$ cat src/rtl/control_sequencer_pkg.sv
// Shared definitions for the control sequencer: FSM state encodings,
// opcode class codes and the bit positions inside the control word.
package control_sequencer_pkg;

  // FSM states; the encoding is also exported on state_out for the debug display.
  typedef enum logic [2:0] {
    ST_IDLE   = 3'b000,
    ST_FETCH  = 3'b001,
    ST_DECODE = 3'b010,
    ST_ARG    = 3'b011,
    ST_ARG_LD = 3'b100,
    ST_EXEC   = 3'b101,
    ST_HALT   = 3'b110
  } state_e;

  // Opcode class carried in bits [7:5] of the opcode byte.
  typedef enum logic [2:0] {
    CLS_NOP  = 3'b000,
    CLS_INC  = 3'b001,
    CLS_RST  = 3'b010,
    CLS_WTR  = 3'b011,
    CLS_WTA  = 3'b100,
    CLS_JMP  = 3'b101,
    CLS_JEQ  = 3'b110,
    CLS_HALT = 3'b111
  } opclass_e;

  // Control word width and bit positions.
  localparam int          CTRL_W     = 10;
  localparam logic [3:0]  CB_INC_EN  = 4'd0;
  localparam logic [3:0]  CB_RST_EN  = 4'd1;
  localparam logic [3:0]  CB_WTR_EN  = 4'd2;
  localparam logic [3:0]  CB_DR_WR   = 4'd3;
  localparam logic [3:0]  CB_PC_WR   = 4'd4;
  localparam int          CB_OPR_LSB = 5;
  localparam int          CB_OPR_MSB = 7;
  localparam logic [3:0]  CB_IRAM_RD = 4'd8;
  localparam logic [3:0]  CB_WTA_EN  = 4'd9;

endpackage

$ cat src/rtl/control_sequencer_decoder.sv
// Combinational opcode-class decoder: tells the sequencer whether a class
// carries an operand byte and which single enable it drives in EXEC.
module opcode_decoder
  import control_sequencer_pkg::*;
(
  input  opclass_e   cls_i,
  output logic       has_operand_o,
  output logic       en_valid_o,
  output logic [3:0] en_idx_o,
  output logic       is_jmp_o,
  output logic       is_jeq_o
);

  // Full decode of all eight classes; each datapath class maps to exactly one enable bit.
  always_comb begin
    has_operand_o = 1'b0;
    en_valid_o    = 1'b0;
    en_idx_o      = 4'd0;
    is_jmp_o      = 1'b0;
    is_jeq_o      = 1'b0;
    case (cls_i)
      CLS_INC: begin
        has_operand_o = 1'b1;
        en_valid_o    = 1'b1;
        en_idx_o      = CB_INC_EN;
      end
      CLS_RST: begin
        has_operand_o = 1'b1;
        en_valid_o    = 1'b1;
        en_idx_o      = CB_RST_EN;
      end
      CLS_WTR: begin
        has_operand_o = 1'b1;
        en_valid_o    = 1'b1;
        en_idx_o      = CB_WTR_EN;
      end
      CLS_WTA: begin
        has_operand_o = 1'b1;
        en_valid_o    = 1'b1;
        en_idx_o      = CB_WTA_EN;
      end
      CLS_JMP: begin
        has_operand_o = 1'b1;
        is_jmp_o      = 1'b1;
      end
      CLS_JEQ: begin
        has_operand_o = 1'b1;
        is_jeq_o      = 1'b1;
      end
      default: begin
        // NOP and HALT: no operand, no enable
        has_operand_o = 1'b0;
      end
    endcase
  end

endmodule

$ cat src/rtl/control_sequencer.sv
// Instruction sequencer: walks FETCH/DECODE/ARG/ARG_LD/EXEC for each opcode
// read from IRAM and emits a registered 10-bit control word to the datapath.
// Outputs are computed together with the next state so that the value shown
// for a state is present during the cycle the FSM sits in that state.
module control_sequencer
  import control_sequencer_pkg::*;
#(
  parameter int CW = 10  // control-word width; only 10 is supported
)
(
  input  logic          clk,
  input  logic          reset,
  input  logic          start,
  input  logic [7:0]    instr_in,
  input  logic          eq_flag,
  output logic [CW-1:0] ctrlsig,
  output logic          pc_inc,
  output logic          busy,
  output logic          halted,
  output logic [2:0]    state_out
);

  state_e          state_q;
  opclass_e        ir_q;      // class of the instruction being executed
  logic [7:0]      tgt_q;     // JEQ target byte, held until EXEC
  logic [CW-1:0]   ctrl_q;
  logic            pc_inc_q;

  opclass_e        dec_cls;
  logic            dec_has_operand;
  logic            dec_en_valid;
  logic [3:0]      dec_en_idx;
  logic            dec_is_jmp;
  logic            dec_is_jeq;

  // In DECODE the opcode is still on the bus; afterwards the latched class is used.
  assign dec_cls = (state_q == ST_DECODE) ? opclass_e'(instr_in[7:5]) : ir_q;

  opcode_decoder u_decoder (
    .cls_i         (dec_cls),
    .has_operand_o (dec_has_operand),
    .en_valid_o    (dec_en_valid),
    .en_idx_o      (dec_en_idx),
    .is_jmp_o      (dec_is_jmp),
    .is_jeq_o      (dec_is_jeq)
  );

  // Sequencer FSM with registered control word and PC increment strobe.
  always_ff @(posedge clk) begin
    if (reset) begin
      state_q  <= ST_IDLE;
      ir_q     <= CLS_NOP;
      tgt_q    <= 8'h00;
      ctrl_q   <= '0;
      pc_inc_q <= 1'b0;
    end else begin
      // Every output bit defaults low; each branch raises only what the next state needs.
      ctrl_q   <= '0;
      pc_inc_q <= 1'b0;
      case (state_q)
        ST_IDLE: begin
          if (start) begin
            state_q            <= ST_FETCH;
            ctrl_q[CB_IRAM_RD] <= 1'b1;
            pc_inc_q           <= 1'b1;
          end
        end

        ST_FETCH: begin
          state_q <= ST_DECODE;
        end

        ST_DECODE: begin
          ir_q <= dec_cls;
          if (dec_cls == CLS_HALT) begin
            state_q <= ST_HALT;
          end else if (!dec_has_operand) begin
            // NOP: straight on to the next opcode
            state_q            <= ST_FETCH;
            ctrl_q[CB_IRAM_RD] <= 1'b1;
            pc_inc_q           <= 1'b1;
          end else begin
            state_q            <= ST_ARG;
            ctrl_q[CB_IRAM_RD] <= 1'b1;
            pc_inc_q           <= 1'b1;
          end
        end

        ST_ARG: begin
          state_q <= ST_ARG_LD;
          // Operand lands in DR for datapath classes, in PC for JMP; JEQ keeps it internally.
          if (dec_en_valid) begin
            ctrl_q[CB_DR_WR] <= 1'b1;
          end else if (dec_is_jmp) begin
            ctrl_q[CB_PC_WR] <= 1'b1;
          end
        end

        ST_ARG_LD: begin
          state_q <= ST_EXEC;
          tgt_q   <= instr_in;
          if (dec_en_valid) begin
            ctrl_q[dec_en_idx]             <= 1'b1;
            ctrl_q[CB_OPR_MSB:CB_OPR_LSB] <= ir_q;
          end else if (dec_is_jeq) begin
            // Compare result is captured at the edge entering EXEC so the PC write is registered.
            ctrl_q[CB_PC_WR] <= eq_flag;
          end
        end

        ST_EXEC: begin
          state_q            <= ST_FETCH;
          ctrl_q[CB_IRAM_RD] <= 1'b1;
          pc_inc_q           <= 1'b1;
        end

        ST_HALT: begin
          // Only reset leaves HALT
          state_q <= ST_HALT;
        end

        default: begin
          state_q <= ST_IDLE;
        end
      endcase
    end
  end

  assign ctrlsig   = ctrl_q;
  assign pc_inc    = pc_inc_q;
  assign state_out = state_q;
  assign busy      = (state_q != ST_IDLE) && (state_q != ST_HALT);
  assign halted    = (state_q == ST_HALT);

endmodule

$ cat config.mk
export PLATFORM = sky130hd
export DESIGN_NAME = control_sequencer
export DESIGN_NICKNAME = d
export VERILOG_FILES = /design/src/rtl/control_sequencer_pkg.sv /design/src/rtl/control_sequencer_decoder.sv /design/src/rtl/control_sequencer.sv
export SDC_FILE = /design/constraint.sdc
export NUM_CORES = 1
export LEC_CHECK = 0
export ABC_AREA = 1
export CAP_MARGIN = 15
export CORE_MARGIN = 3
export CORE_UTILIZATION = 40
export DETAILED_ROUTE_END_ITERATION = 10
export PLACE_DENSITY = 0.81
export REMOVE_ABC_BUFFERS = 1
export SLEW_MARGIN = 25
export SYNTH_ARGS = -nofsm -noshare
export SYNTH_HDL_FRONTEND = slang
export SYNTH_SLANG_ARGS = --single-unit
$ cat constraint.sdc
create_clock -name clk -period 4.4 [get_ports clk]
set_input_delay 0.88 -clock clk [delete_from_list [all_inputs] [get_ports clk]]
set_output_delay 0.88 -clock clk [all_outputs]
set_load 0.01 [all_outputs]
==> flow_summary.yaml <==
status:
  status: "completed"
timing:
  skew_ns: 0.00352
  worst_pin_slew_ns: 0.559
  grt_setup_unrepaired: "no"
  fin_worst_hold_slack_ns: 0.449
  setup_tns_ns: 0
  final-hold-violation-count: 0
  fmax_mhz: 400
  fin_crit_ns: 2.50
  fin_crit_sh_pct: 56.8
  slew_viol_final: 0
  slew_headroom_pct: 62.3
  setup_violations: 0
setup_path:
  r2r_slack_ns: 2.26
  cp_num_buf_inv: 1
  worstPathRequired_ns: 3.52
  critPathArrivalTime_ns: 1.62
  worst_setup_path_start_kind: "flop"
  worstSetupPathType: "reg2out"
  worst_path_largest_cell_delay_ns: 0.55
  critPathMaxFanout: 8
  crit_chain: "nand2_1 -> nor2_1 -> clkdlybuf4s50_1"
  worstReg2RegStart: "state_out[2]"
  critPathCaptureType: "primary output"
  r2r_cells: 11
  crit_family: "buffers and inverters"
  worstReg2RegEnd: "ctrlsig[9]"
  cp_slowest_cell: "clkdlybuf4s50_1"
clock_tree:
  clock_path_buffers: 2
  clock_latency_ns: 0.30
  clkTransAtPathRegs_ns: 0.10
  htreeDepth: 1
  cts_root_buf: "clkbuf_4"
  cts_tree: "yes"
  holdBufCountCts: 0
  cts_resized: 0
  clock_sinks: 17
  post_cts_buffers: 0
  numCtsBuffers: 3
power_and_ir_drop:
  powerDensity_nw_per_um2: 329
  p_leak_nw: 0.499
  ir_drop_uv: 153
  power.total_mw: 0.358
hold_path:
  hold_start: "ir_q[1]"
  hold-path-cell-count: 2
  holdPathEnd: "ctrlsig[6]"
  hp-class: "reg2reg"
floorplanning:
  rows: 15
  die_w_um: 51.0
  initial_core_util_pct: 44.5
  die_y_um: 51.0
  dieArea_um2: 2600
  core-area_um2: 1820
  pin_count: 28
placed_design:
  globalplace.congestion: 0.867
  portBuffers: 22
  place_hpwl_um: 1390
global_routing:
  grt_pass1_vias: 668
  track_usage_pct: 14.7
  antenna_found_initial: 0
  grt_pass1_wl_um: 2880
  grt_overflow: 0
  grt_max_degree: 11
synthesis:
  postSynth.asyncResetShare_pct: 0
  synth_cells: 110
  syn_area_um2: 811
  synthTopCellsByCount: "nor2_1, nand2_1, dfxtp_1"
  yosysMostFrequentCell: "nor2_1"
  synth_edf_count: 0
  synthTopCellsByArea: "dfxtp_1, nor2_1, nand2_1"
  synthDominantAreaCellType: "dfxtp_1"
  yosys_warnings: 0
  ys_ff_latch: 17
  netlist.area_leader.share_pct: 42.0
  synth_seq_area_share_pct: 42.0
  syn_area_per_cell_um2: 7.37
  synth_cell_types: 21
  ys.flop_type: "dfxtp_1"
route:
  routedWlPerCell_um: 10.9
  finalWirelength_um: 1760
  antenna_left: 0
  viasPerCell: 4.80
  vias: 773
  drc_errors: 0
  drtIter0Drc: 23
  dr.pass1.iters: 4
final_layout:
  layout-drive-gt1-share_pct: 12.5
  num_antenna_cells: 0
  syn_to_final_growth_pct: 34.4
  nets: 154
job:
  maxCapViolations: 0
[report_power, final]
group	internal [mW]	total (mW)	switching, mW
logic	0.0433	0.106	0.0631
clock network	0.0339	0.0844	0.0505
registers	0.161	0.168	0.00614
[cells by family after synthesis]
family	after synthesis	share of synthesized area, %
compound gates	12	7.87
flops	17	42.0
fa+ha+maj	5	7.72
buf+inv	19	8.80
simple gates	57	33.6
[layer usage]
metal  part of all wire [%]  global-route usage [%]
met2                     49                    26.2
met3                    6.4                    1.75
met5                      0                       0
met1                     41                    16.3
met4                    3.3                    9.42
[worst max path at each step]
stage / startpoint / depth (start not counted) / slack [ns] / end
3_3_place_gp: instr_in[5] / 8 / 1.73 / state_out[1]
5_1_grt: instr_in[5] / 10 / 1.79 / ctrlsig[9]
3_5_place_dp: instr_in[5] / 10 / 1.66 / ctrlsig[9]
2_1_floorplan: instr_in[5] / 7 / 2.28 / state_out[1]
6_report: state_out[2] / 3 / 1.90 / halted
4_1_cts: state_out[2] / 3 / 1.90 / halted
[registers in the layout, indices dropped and copies added, names as in the netlist]
name	flops
pc_inc	1
ctrlsig	10
ir_q	3
state_out	3
[stage by stage]
| stage | worst slack [ns] | util, % | instance area, um2 | cells |
|---|---|---|---|---|
| after floorplan | 2.28 | - | 811 | 110 |
| after global placement | 1.73 | 58.4 | 1060 | 157 |
| after detailed placement | 1.66 | 58.4 | 1060 | 157 |
| after CTS | 1.90 | 59.9 | 1090 | 161 |
| after global routing | 1.79 | 59.9 | 1090 | 161 |
| final | 1.90 | 59.9 | 1090 | 161 |
[worst register-to-register path, stage by stage, from the launching register on]
cell and delay, ns:
dfxtp_1 0.40, inv_2 0.14, nand3_2 0.14, o21ai_0 0.50, inv_1 0.14, ha_1 0.27, nand2_2 0.10, nand2_2 0.07
inv_2 0.06, nand2_2 0.07, nand3_4 0.10, nor2_1 0.05
[layout by cell type (no fill, tap or decap)]
cell | netlist | layout
a21oi_1 | 3 | 3
a31oi_1 | 1 | 1
clkbuf_4 | 0 | 3
clkdlybuf4s50_1 | 0 | 22
clkinv_1 | 1 | 1
clkinv_2 | 0 | 1
dfxtp_1 | 17 | 17
ha_1 | 5 | 5
inv_1 | 14 | 14
inv_2 | 4 | 4
nand2_1 | 18 | 18
nand2_2 | 4 | 4
nand2_4 | 1 | 1
nand3_1 | 5 | 5
nand3_2 | 2 | 2
nand3_4 | 1 | 1
nand4_1 | 1 | 1
nor2_1 | 22 | 22
nor2_2 | 1 | 1
nor3_1 | 1 | 1
o211ai_1 | 1 | 1
o21ai_0 | 5 | 5
o21ai_1 | 2 | 2
or2_1 | 1 | 1
[final cells by class]
cell class	instances	area (um2)
Sequential cell	17	340
Timing Repair Buffer	22	220
Multi-Input combinational cell	74	399
Tap cell	25	31.3
Clock buffer	3	22.5
Inverter	19	71.3
Clock inverter	1	5.00
Fill cell	175	731
(Power assumes the default switching activity.)
